<file path="config.mk">
export PLATFORM = sky130hd
export DESIGN_NAME = truth_table_sweeper
export DESIGN_NICKNAME = d
export VERILOG_FILES = /design/src/rtl/truth_table_sweeper.sv
export SDC_FILE = /design/constraint.sdc
export NUM_CORES = 1
export LEC_CHECK = 0
export CAP_MARGIN = 0
export CORE_MARGIN = 8
export CORE_UTILIZATION = 45
export CTS_CLUSTER_SIZE = 10
export DETAILED_ROUTE_END_ITERATION = 10
export SKIP_LAST_GASP = 1
export SLEW_MARGIN = 20
export SYNTH_ARGS = -nofsm -noshare
export SYNTH_HDL_FRONTEND = slang
export SYNTH_SLANG_ARGS = --single-unit
</file>
<file path="constraint.sdc">
create_clock -name clk -period 2.7 [get_ports clk]
set_input_delay 0.405 -clock clk [delete_from_list [all_inputs] [get_ports clk]]
set_output_delay 0.405 -clock clk [all_outputs]
set_load 0.005 [all_outputs]
</file>
<file path="src/rtl/truth_table_sweeper.sv">
`timescale 1ns/1ps
// truth_table_sweeper
// Clocked self-checking sweep around a 4-input / 3-output minterm block.
// Drives codes 0..15 on {w,x,y,z}. For each code it waits SETTLE_CYCLES,
// samples {r2,r1,r0} into a 16-entry table and compares the sample with the
// expected truth tables. It counts mismatching codes and remembers the first
// failing code.
module truth_table_sweeper #(
  parameter int unsigned SETTLE_CYCLES = 2,
  parameter logic [15:0] EXP_R0        = 16'hFAC8,
  parameter logic [15:0] EXP_R1        = 16'hF0E0,
  parameter logic [15:0] EXP_R2        = 16'hE880
) (
  input  logic       clk,
  input  logic       rst_n,
  input  logic       start,
  output logic       w,
  output logic       x,
  output logic       y,
  output logic       z,
  input  logic       r0,
  input  logic       r1,
  input  logic       r2,
  output logic       busy,
  output logic       done,
  output logic       pass,
  output logic [4:0] mismatch_cnt,
  output logic       fail_valid,
  output logic [3:0] fail_idx,
  input  logic [3:0] rd_addr,
  output logic [2:0] rd_data
);

  typedef enum logic [2:0] {
    ST_IDLE   = 3'd0,
    ST_DRIVE  = 3'd1,
    ST_SETTLE = 3'd2,
    ST_SAMPLE = 3'd3,
    ST_DONE   = 3'd4
  } state_t;

  localparam logic [3:0] SETTLE_LOAD = 4'(SETTLE_CYCLES);

  // Expected {r2,r1,r0} for one code, taken from the three truth-table words.
  function automatic logic [2:0] expected_result(input logic [3:0] code);
    return {EXP_R2[code], EXP_R1[code], EXP_R0[code]};
  endfunction

  state_t      state_r, state_s;
  logic [3:0]  idx_r, idx_s;
  logic [3:0]  settle_cnt_r, settle_cnt_s;
  logic [4:0]  mismatch_cnt_r, mismatch_cnt_s;
  logic        fail_valid_r, fail_valid_s;
  logic [3:0]  fail_idx_r, fail_idx_s;
  logic        busy_r, busy_s;
  logic        done_r, done_s;
  logic        pass_r, pass_s;
  logic        wr_en_s;
  logic [2:0]  sample_s;
  logic [2:0]  table_r [16];

  // Next-state and next-output decode for the sweep FSM.
  always_comb begin
    state_s        = state_r;
    idx_s          = idx_r;
    settle_cnt_s   = settle_cnt_r;
    mismatch_cnt_s = mismatch_cnt_r;
    fail_valid_s   = fail_valid_r;
    fail_idx_s     = fail_idx_r;
    busy_s         = busy_r;
    done_s         = done_r;
    pass_s         = pass_r;
    wr_en_s        = 1'b0;
    sample_s       = {r2, r1, r0};

    case (state_r)
      ST_IDLE, ST_DONE: begin
        if (start) begin
          state_s        = ST_DRIVE;
          idx_s          = 4'd0;
          mismatch_cnt_s = 5'd0;
          fail_valid_s   = 1'b0;
          busy_s         = 1'b1;
          done_s         = 1'b0;
          pass_s         = 1'b0;
        end else begin
          state_s = state_r;
        end
      end
      ST_DRIVE: begin
        settle_cnt_s = SETTLE_LOAD;
        state_s      = ST_SETTLE;
      end
      ST_SETTLE: begin
        if (settle_cnt_r <= 4'd1) begin
          state_s = ST_SAMPLE;
        end else begin
          settle_cnt_s = settle_cnt_r - 4'd1;
        end
      end
      ST_SAMPLE: begin
        wr_en_s = 1'b1;
        if (sample_s != expected_result(idx_r)) begin
          // At most 16 increments per sweep, so the 5-bit count never wraps.
          mismatch_cnt_s = mismatch_cnt_r + 5'd1;
          if (!fail_valid_r) begin
            fail_valid_s = 1'b1;
            fail_idx_s   = idx_r;
          end else begin
            fail_idx_s = fail_idx_r;
          end
        end else begin
          mismatch_cnt_s = mismatch_cnt_r;
        end
        if (idx_r == 4'd15) begin
          // idx stays at 15, so w..z show 4'b1111 while the FSM is in DONE.
          state_s = ST_DONE;
          busy_s  = 1'b0;
          done_s  = 1'b1;
          pass_s  = (mismatch_cnt_s == 5'd0);
        end else begin
          idx_s   = idx_r + 4'd1;
          state_s = ST_DRIVE;
        end
      end
      default: begin
        state_s = ST_IDLE;
        busy_s  = 1'b0;
        done_s  = 1'b0;
        pass_s  = 1'b0;
      end
    endcase
  end

  // Control and status registers; reset returns everything to IDLE at once.
  always_ff @(posedge clk or negedge rst_n) begin
    if (!rst_n) begin
      state_r        <= ST_IDLE;
      idx_r          <= 4'd0;
      settle_cnt_r   <= 4'd0;
      mismatch_cnt_r <= 5'd0;
      fail_valid_r   <= 1'b0;
      fail_idx_r     <= 4'd0;
      busy_r         <= 1'b0;
      done_r         <= 1'b0;
      pass_r         <= 1'b0;
    end else begin
      state_r        <= state_s;
      idx_r          <= idx_s;
      settle_cnt_r   <= settle_cnt_s;
      mismatch_cnt_r <= mismatch_cnt_s;
      fail_valid_r   <= fail_valid_s;
      fail_idx_r     <= fail_idx_s;
      busy_r         <= busy_s;
      done_r         <= done_s;
      pass_r         <= pass_s;
    end
  end

  // Result table: cleared by reset, one entry written per SAMPLE cycle.
  always_ff @(posedge clk or negedge rst_n) begin
    if (!rst_n) begin
      for (int i = 0; i < 16; i++) begin
        table_r[i] <= 3'b000;
      end
    end else if (wr_en_s) begin
      table_r[idx_r] <= sample_s;
    end else begin
      table_r[idx_r] <= table_r[idx_r];
    end
  end

  assign w            = idx_r[3];
  assign x            = idx_r[2];
  assign y            = idx_r[1];
  assign z            = idx_r[0];
  assign busy         = busy_r;
  assign done         = done_r;
  assign pass         = pass_r;
  assign mismatch_cnt = mismatch_cnt_r;
  assign fail_valid   = fail_valid_r;
  assign fail_idx     = fail_idx_r;
  assign rd_data      = table_r[rd_addr];

endmodule

</file>
==> metrics.txt, run 1 <==
outcome complete, but fails checks; failing checks negative hold slack; global-route wire length before repair 16800 um; number of unique standard cell types used by synthesis 48; Main synth FF type sky130_fd_sc_hd__dfrtp_1; worst setup slack after layout around 0.15 ns; Compound-Gate Fraction of Synth Area 0.150; Least-Margin Pin Slew 0.674 ns; unrepaired setup endpoints after global routing false; area of the core region roughly 8800 um^2; Yosys Warn Count 0; total clock buffers created by CTS 9; final max-slew violation count 0; sequential area share after synthesis 0.441; max cap viols 0; synthesized-area fraction occupied by adder cells 0.0245; number of routed nets with antenna violations 0; start-to-end type of the worst setup path primary input to output pin; maximum frequency from static timing analysis 0.392 GHz; peak fanout along the critical path 6; Period minus WS final between 2 and 3 ns; top post-synthesis cells by area sky130_fd_sc_hd__dfrtp_1, sky130_fd_sc_hd__mux4_2, sky130_fd_sc_hd__mux4_1; fraction of post-synthesis cell area in the top cell type by area 0.441; final std cells w/o fill ~530; Total GRT Usage 0.169; most area-hungry cell type in the Yosys netlist sky130_fd_sc_hd__dfrtp_1; largest net degree at the start of global routing 29; root buf cell sky130_fd_sc_hd__clkbuf_8; maximum vdd drop approximately 0.53 mV; P_sw between 0.002 and 0.0025 W; final critical-path share of the clock period 0.945; power per standard cell area between 1000 and 1500 nW/um^2; Initial Util 0.466; antenna violations before repair 0; synthesized area 4090 um^2; number of synthesized flops with an enable pin 0; proportion of total power due to net switching 0.396; 1st-iter DRT viols approximately 140; die area around 12000 um^2; number of standard-cell rows in the floorplan 34; die outline height 111 um; internal power about 0.0035 W; Worst setup SP type primary input; Clock Latency Late Sink ~0.35 ns; detailed route wirelength on metal3 ~540 um; count of TritonRoute iterations in the first routing pass 4; width of the die around 110 um; Async S/R FF share, synth 1.00; GRT Residual Overflow 0; synthesized flop and latch total between 70 and 80; fraction of final layout cells sized beyond drive strength 1 0.203; WL met1 around 4300 um; WL met2 between 4000 and 5000 um; endpoint required time on the critical path ~2.3 ns; setup fix buffers added after clock tree synthesis 0; setup TNS 0 ns; cell count after placement ~500; nets in the synthesized netlist slightly below 400; Slew headroom 0.551; post-detailed-route via-to-cell ratio roughly 6; synthesized-area fraction occupied by and/or/nand/nor cells 0.115; count of unresolved DRC violations after routing 0; Routed wire per std cell approximately 19 um; Synth Area in XOR/XNOR 0.00857; number of vias in the routed layout roughly 3100; multiplexer fraction of the synthesized cell area 0.220; total wirelength of the detailed-routed design roughly 10000 um; leakage power 2.10 nW; highest routing layer actually used met4; n_diodes 0; post-synthesis instance total between 300 and 400; clock tree from TritonCTS done; growth of design area from synthesis to finish 18.6%; class of the tightest hold or removal check primary input to async pin; average size of a mapped cell about 11 um^2; maximum clock path buffer count 2; number of hold violations in the final report 13; clock network fraction of design power 0.171; Net count, final 431; Final HPWL DP between 7000 and 8000 um; Worst Path Arrival approximately 2.2 ns; H-tree levels 3; Placer Congestion 0.861; hold_ws -0.00548 ns; Worst Skew about 0.0094 ns; CP Capture Type output pin; clock-pin transition on the worst setup and hold timing paths roughly 0.09 ns; vias in the first global route a little over 3000; share of total power in combinational logic 0.494; clock sink count 72; IO buf count 29; share of total power in sequential cells 0.335; Post-Place Setup Slack -0.256 ns; number of setup violations in the final report 0; I/O pin count 30; combinational family with the most area after synthesis multiplexers; cell types with the highest counts after synthesis sky130_fd_sc_hd__dfrtp_1, sky130_fd_sc_hd__nand2_1, sky130_fd_sc_hd__o21ai_0; cell with the most instances after synthesis sky130_fd_sc_hd__dfrtp_1
[worst max-delay path: stages]
cell,delay (ns)
sky130_fd_sc_hd__clkdlybuf4s15_2,0.22
sky130_fd_sc_hd__bufbuf_16,0.28
sky130_fd_sc_hd__mux4_2,0.50
sky130_fd_sc_hd__mux4_2,0.46
sky130_fd_sc_hd__dlygate4sd2_1,0.28
[state kept, by name, summed over array words and instances (netlist names)]
| name | cells |
|---|---|
| table_r | 48 |
| mismatch_cnt | 5 |
| fail_idx | 4 |
| idx_r | 4 |
| settle_cnt_r | 4 |
| state_r | 3 |
| busy | 1 |
| done | 1 |
| fail_valid | 1 |
| pass | 1 |
[layout make-up]
cell class	instances	area [um^2]
flip-flops and latches	72	1800
clock buffers	9	124
multi-input cells	268	2120
fillers	760	3910
clock inverters	7	101
inverters	11	41.3
repair buffers	51	527
well taps	108	135
[power groups by stage]
stage / Clock (W) / Sequential [W] / Combinational (W)
2_1_floorplan: 0 / 0.00177 / 0.00200
3_3_place_gp: 0 / 0.00193 / 0.00280
3_5_place_dp: 0 / 0.00192 / 0.00285
4_1_cts: 0.00100 / 0.00191 / 0.00285
5_1_grt: 0.00105 / 0.00197 / 0.00312
6_report: 0.000978 / 0.00192 / 0.00283
[cells in the final DEF, fill, tap and decap left out, drive strengths merged, types with 4 or more instances in the layout]
cell type and count:
nand3 9, nor3 5, mux2 8, nor2 21, mux4 30, mux2i 6
a31oi 5, inv 14, buf 22, dfrtp 72, nand2 65, ha 8
clkbuf 9, clkdlybuf4s50 24, o21ai 64, a21oi 15, a22o 4
[kinds of logic after synthesis]
logic type                 after synthesis
buffers and inverters                   31
muxes                                   44
xor gates and xnor gates                 4
and+or+nand+nor                        110
AOI/OAI and AO/OA                      102
DFF                                     72
adders and majority gates                8
[timing repair]
item,4_1_cts,5_1_grt
pin swaps,0,0
gates cloned,1,0
setup endpoints to repair,3,1
gates resized for setup,5,1
hold buffers,0,0
[per-layer routing]
layer,up-vias,track usage
met2,91,0.262
li1,1460,-
met5,-,0
met1,1503,0.223
met4,0,0.0667
met3,19,0.0411
[metrics by stage]
stage / cell area (um^2) / utilization / power, W
after CTS: 4850 / 0.553 / 0.00576
after global placement: 4590 / 0.524 / 0.00472
after detailed placement: 4590 / 0.524 / 0.00478
final: 4850 / 0.553 / 0.00572
after floorplan: 4090 / - / 0.00377
after global routing: 4850 / 0.553 / 0.00615
[final timing paths]
path / cells past startpoint / start / slack [ns] / end
worst max-delay path: 5 / rd_addr[0] / 0.15 / rd_data[2]
worst min register to register: 1 / fail_idx[0]$_DFFE_PN0P_ / 0.51 / fail_idx[0]$_DFFE_PN0P_
worst min-delay path: 1 / rst_n / -0.005 / mismatch_cnt[2]$_DFFE_PN0P_
max in group asynchronous: 2 / rst_n / 1.97 / table_r[39]$_DFFE_PN0P_
min in group clk: 1 / fail_idx[0]$_DFFE_PN0P_ / 0.51 / fail_idx[0]$_DFFE_PN0P_
worst max register to register: 10 / idx_r[0]$_DFFE_PN0P_ / 0.18 / fail_idx[0]$_DFFE_PN0P_
Power figures use the tool's default switching activity.
==> run 2: changes to the inputs <==
--- a/config.mk
+++ b/config.mk
@@ -10,6 +10,7 @@
 export CORE_UTILIZATION = 45
 export CTS_CLUSTER_SIZE = 10
 export DETAILED_ROUTE_END_ITERATION = 10
+export DONT_BUFFER_PORTS = 1
 export SKIP_LAST_GASP = 1
 export SLEW_MARGIN = 20
 export SYNTH_ARGS = -nofsm -noshare
==> metrics.txt, run 2 (same netlist as run 1, synthesis figures left out) <==
Reg2Reg Depth 5 (-5); CP Capture Type flip-flop; growth of design area from synthesis to finish 8.66%; global-route wire length before repair 16400 um (-2.7%); count of unresolved DRC violations after routing 0 (unchanged); setup TNS 0 ns (unchanged); Clock Latency Late Sink 0.36 ns (about the same); number of setup violations in the final report 0 (unchanged); largest net degree at the start of global routing 73 (+150%); fraction of final layout cells sized beyond drive strength 1 0.204 (+0.000306); register with the most flip-flops table_r; Initial Util 0.466 (unchanged); area of the core region 8760 um^2 (unchanged); worst setup slack after layout 0.178 ns (+0.0294 ns); count of TritonRoute iterations in the first routing pass 6 (+2); maximum frequency from static timing analysis 0.396 GHz (+1.2%); maximum vdd drop 0.451 mV (-15%); Worst Path Arrival 2.73 ns (+0.58 ns); width of the die 111 um (unchanged); class of the tightest hold or removal check primary input to flip-flop; number of routed nets with antenna violations 0 (unchanged); Period minus WS final 2.52 ns (-0.0294 ns); number of hold violations in the final report 0 (-13); clock tree from TritonCTS done; number of vias in the routed layout 2931 (-4.6%); outcome finished clean; leakage power 1.91 nW (-9.0%); sequential cell area 1800 um^2 (unchanged); root buf cell sky130_fd_sc_hd__clkbuf_8; die area 12400 um^2 (unchanged); clock-pin transition on the worst setup and hold timing paths 0.08 ns (about the same); n_diodes 0 (unchanged); layout filler cell count 792 (+4.2%); I/O pin count 30 (unchanged); antenna violations before repair 0 (unchanged); Worst setup SP type flip-flop; area used by multi-input combinational logic 2120 um^2 (+0.24%); power per standard cell area 1180 nW/um^2 (-0.36%); vias in the first global route 2916 (-4.2%); clock sink count 72 (unchanged); 1st-iter DRT viols 183 (+34%); max cap viols 0 (unchanged); final critical-path share of the clock period 0.934 (-0.0109); Worst Skew 0.00827 ns (-0.00117 ns); die outline height 111 um (unchanged); GRT Residual Overflow 0 (unchanged); most common library cell in the layout ignoring fill and taps sky130_fd_sc_hd__dfrtp_1; flip-flop count of the largest register, all copies and words added 48 (unchanged); WHS Path Cells 1; Post-Place Setup Slack 0.149 ns (+0.405 ns); Routed wire per std cell 19.9 um (+4.6%); total clock buffers created by CTS 9 (unchanged); H-tree levels 3 (unchanged); Final HPWL DP 7010 um (-4.8%); highest-count cells in the layout ignoring fill and taps sky130_fd_sc_hd__dfrtp_1, sky130_fd_sc_hd__nand2_1, sky130_fd_sc_hd__o21ai_0; number of standard-cell rows in the floorplan 34 (unchanged); peak fanout along the critical path 16 (+10); post-detailed-route via-to-cell ratio 5.97 (+2.2%); Least-Margin Pin Slew 0.616 ns (-0.0576 ns); maximum clock path buffer count 2 (unchanged); Placer Congestion 0.804 (-6.7%); IO buf count 0 (-100%); total wirelength of the detailed-routed design 9790 um (-2.3%); setup fix buffers added after clock tree synthesis 0 (unchanged); start-to-end type of the worst setup path flip-flop to flip-flop; Slew headroom 0.586 (+0.0352); final max-slew violation count 0 (unchanged); endpoint required time on the critical path 2.91 ns (+0.61 ns); unrepaired setup endpoints after global routing false; Total GRT Usage 0.165 (-0.00441); Net count, final 396 (-8.1%)
run 2: cell count changes in the layout (fill, tap and decap cells not counted), sizes merged, moves of 2 or more:
cell	change
clkdlybuf4s50	-24
dlygate4sd2	-2
clkinv	+4
inv	-3
buf	-7
run 2: critical path, cell delays in order, from the launching register on:
cell and delay [ns]:
sky130_fd_sc_hd__dfrtp_1 0.46, sky130_fd_sc_hd__buf_4 0.22, sky130_fd_sc_hd__mux4_1 0.58, sky130_fd_sc_hd__mux4_2 0.51, sky130_fd_sc_hd__mux2i_4 0.41, sky130_fd_sc_hd__o21ai_0 0.19
run 2: path summary, 6_finish.rpt:
path / end / slack [ns] / startpoint
worst max-delay path: table_r[37]$_DFFE_PN0P_ / 0.18 / idx_r[0]$_DFFE_PN0P_
max in group asynchronous: table_r[33]$_DFFE_PN0P_ / 1.79 / rst_n
worst min register to register: table_r[4]$_DFFE_PN0P_ / 0.51 / table_r[4]$_DFFE_PN0P_
worst max register to register: table_r[37]$_DFFE_PN0P_ / 0.18 / idx_r[0]$_DFFE_PN0P_
worst min-delay path: idx_r[3]$_DFFE_PN0P_ / 0.12 / start
min in group asynchronous: done$_DFFE_PN0P_ / 0.59 / rst_n
run 2: through the flow:
stage           util  cells  total power (W)  instance area (um^2)  hold slack, ns
6_report       0.507    491          0.00522                  4440           0.121
5_1_grt        0.507    491          0.00563                  4440           0.101
4_1_cts        0.506    491          0.00526                  4440           0.105
3_5_place_dp   0.480    473          0.00435                  4200           0.113
3_3_place_gp   0.480    473          0.00428                  4200           0.113
2_1_floorplan      -    371          0.00377                  4090           0.109
run 2: per-layer routing:
layer / part of all wire / vias up / GRT usage
li1: - / 1390 / -
met1: 0.44 / 1455 / 0.212
met2: 0.49 / 79 / 0.259
met3: 0.058 / 7 / 0.0601
met4: 0.0065 / 0 / 0.0347
met5: 0 / - / 0
run 2: area by class of cell:
type,count,area share
multi-input cells,268,0.478
flip-flops and latches,72,0.406
repair buffers,16,0.0321
well taps,108,0.0304
clock buffers,9,0.0279
clock inverters,7,0.0163
inverters,11,0.00930
run 2: power by group:
| group | internal (W) | switching, W |
|---|---|---|
| combinational | 0.00113 | 0.00129 |
| sequential | 0.00151 | 0.000435 |
| clock | 0.000426 | 0.000432 |
| total | 0.00307 | 0.00216 |
run 2: timing repair:
| action | in CTS | in global routing |
|---|---|---|
| endpoints found under the hold margin | 72 | 0 |
| hold buffers | 2 | 0 |
| setup endpoints to repair | 0 | 1 |
| gates resized for setup | 0 | 2 |
==> run 3: changes to the inputs <==
--- a/config.mk
+++ b/config.mk
@@ -6,12 +6,11 @@
 export NUM_CORES = 1
 export LEC_CHECK = 0
 export CAP_MARGIN = 0
-export CORE_MARGIN = 8
+export CORE_MARGIN = 3
 export CORE_UTILIZATION = 45
 export CTS_CLUSTER_SIZE = 10
 export DETAILED_ROUTE_END_ITERATION = 10
 export DONT_BUFFER_PORTS = 1
-export SKIP_LAST_GASP = 1
 export SLEW_MARGIN = 20
 export SYNTH_ARGS = -nofsm -noshare
 export SYNTH_HDL_FRONTEND = slang
==> metrics.txt, run 3 (same netlist as run 1, synthesis figures left out) <==
Clock Latency Late Sink 0.35 ns (about the same); Final HPWL DP 6710 um (-4.2%); Reg2Reg Depth 9 (+4); I/O pin count 30 (unchanged); CP Capture Type flip-flop; most common library cell in the layout ignoring fill and taps sky130_fd_sc_hd__dfrtp_1; Net count, final 397 (+0.25%); largest net degree at the start of global routing 73 (unchanged); cell count after placement 474 (+0.21%); peak fanout along the critical path 8 (-8); setup fix buffers added after clock tree synthesis 0 (unchanged); final critical-path share of the clock period 0.919 (-0.0153); final max-slew violation count 0 (unchanged); crit-path max cell delay 0.43 ns (-0.15 ns); unrepaired setup endpoints after global routing false; capturing instance or port of the critical path pass$_DFFE_PN0P_; n_diodes 0 (unchanged); number of standard-cell rows in the floorplan 34 (unchanged); number of vias in the routed layout 2862 (-2.4%); maximum clock path buffer count 2 (unchanged); FF-to-FF Start idx_r[1]$_DFFE_PN0P_; IO buf count 0 (unchanged); number of setup violations in the final report 0 (unchanged); outcome finished clean; Worst setup SP type flip-flop; final design instance area without fill 4460 um^2 (+0.39%); sequential cell area 1800 um^2 (unchanged); Initial Util 0.466 (unchanged); Total GRT Usage 0.196 (+0.0310); root buf cell sky130_fd_sc_hd__clkbuf_8; maximum frequency from static timing analysis 0.403 GHz (+1.7%); register with the most flip-flops table_r; Routed wire per std cell 19.0 um (-4.7%); total wirelength of the detailed-routed design 9350 um (-4.5%); setup TNS 0 ns (unchanged); max cap viols 0 (unchanged); setup slack of the most critical reg-to-reg path 0.22 ns (+0.04 ns); Period minus WS final 2.48 ns (-0.0413 ns); endpoint required time on the critical path 2.92 ns (about the same); clock tree from TritonCTS done; WHS Path Cells 1 (unchanged); final std cells w/o fill 492 (+0.20%); Least-Margin Pin Slew 0.697 ns (+0.0805 ns); 1st-iter DRT viols 209 (+14%); die area 10300 um^2 (-17%); count of unresolved DRC violations after routing 0 (unchanged); class of the tightest hold or removal check primary input to flip-flop; clock sink count 72 (unchanged); Placer Congestion 0.815 (+1.5%); list of cells traversed by the critical path ha_1, ha_1, xnor2_1, a21oi_1, a211oi_2, o211a_1, mux2_1, a311oi_1, nor4b_2; area used by multi-input combinational logic 2120 um^2 (-0.24%); maximum vdd drop 0.531 mV (+18%); post-detailed-route via-to-cell ratio 5.82 (-2.6%); Worst Skew 0.00977 ns (+0.00150 ns); Worst Path Arrival 2.70 ns (-0.03 ns); area of the core region 8760 um^2 (unchanged); flip-flop count of the largest register, all copies and words added 48 (unchanged); global-route wire length before repair 15500 um (-5.4%); growth of design area from synthesis to finish 9.09%; cts-stage hold buffer count 2 (unchanged); leakage power 1.93 nW (+1.0%); CTS resizes 0 (unchanged); cell with the largest stage delay on the worst path sky130_fd_sc_hd__dfrtp_1; startpoint of the worst hold path start; number of routed nets with antenna violations 0 (unchanged); Design Power 0.00531 W (+1.6%); die outline height 101 um (-9.0%); cell with the most instances on the worst path sky130_fd_sc_hd__ha_1; total clock buffers created by CTS 9 (unchanged); GRT Residual Overflow 0 (unchanged); H-tree levels 3 (unchanged); clock-pin transition on the worst setup and hold timing paths 0.07 ns (about the same); fraction of final layout cells sized beyond drive strength 1 0.195 (-0.00834); width of the die 101 um (-9.0%); layout filler cell count 797 (+0.63%); vias in the first global route 2966 (+1.7%); number of hold violations in the final report 0 (unchanged); count of TritonRoute iterations in the first routing pass 4 (-2); antenna violations before repair 0 (unchanged); start-to-end type of the worst setup path flip-flop to flip-flop; capture point of the worst reg-to-reg path pass$_DFFE_PN0P_; highest-count cells in the layout ignoring fill and taps sky130_fd_sc_hd__dfrtp_1, sky130_fd_sc_hd__nand2_1, sky130_fd_sc_hd__o21ai_0; Area after DPL 4220 um^2 (+0.48%); power per standard cell area 1190 nW/um^2 (+1.2%); start point of the critical path idx_r[1]$_DFFE_PN0P_; Slew headroom 0.535 (-0.0505)
run 3: area by class of cell:
cell class / instances / area share
Clock buffer: 13 / 0.0356
Clock inverter: 3 / 0.00898
Inverter: 11 / 0.00926
Multi-Input combinational cell: 268 / 0.475
Sequential cell: 72 / 0.404
Tap cell: 108 / 0.0303
Timing Repair Buffer: 17 / 0.0365
run 3: metrics by stage:
step	utilization	setup slack, ns	hold slack, ns
finish	0.509	0.219	0.139
global route	0.509	0.0286	0.117
CTS	0.509	0.238	0.125
detailed placement	0.482	0.256	0.113
global placement	0.482	0.261	0.113
floorplan	-	0.199	0.109
run 3: worst min path at each step:
stage,to,slack [ns]
2_1_floorplan,busy$_DFFE_PN0P_,0.11
3_3_place_gp,settle_cnt_r[2]$_DFFE_PN0P_,0.11
3_5_place_dp,settle_cnt_r[2]$_DFFE_PN0P_,0.11
4_1_cts,idx_r[3]$_DFFE_PN0P_,0.12
5_1_grt,idx_r[3]$_DFFE_PN0P_,0.12
6_report,idx_r[3]$_DFFE_PN0P_,0.14
run 3: where the power goes:
| group | internal (W) | switching [W] | leakage, nW |
|---|---|---|---|
| Sequential | 0.00151 | 0.000369 | 0.869 |
| Combinational | 0.00121 | 0.00135 | 0.958 |
| Clock | 0.000476 | 0.000397 | 0.103 |
run 3: worst max-delay path: cells and delay by family, from the launching register on:
family	cells	cell delay, ns
mux	1	0.34
flops	1	0.43
xor+xnor	1	0.13
simple gates	1	0.09
fa+ha+maj	2	0.55
compound gates	4	0.84
run 3: per-layer routing:
| metal | global-route usage | routed length (um) | up-vias |
|---|---|---|---|
| met3 | 0.0668 | 508 | 13 |
| li1 | - | - | 1393 |
| met4 | 0.0542 | 136 | 0 |
| met1 | 0.261 | 4160 | 1394 |
| met5 | 0 | 0 | - |
| met2 | 0.307 | 4540 | 62 |
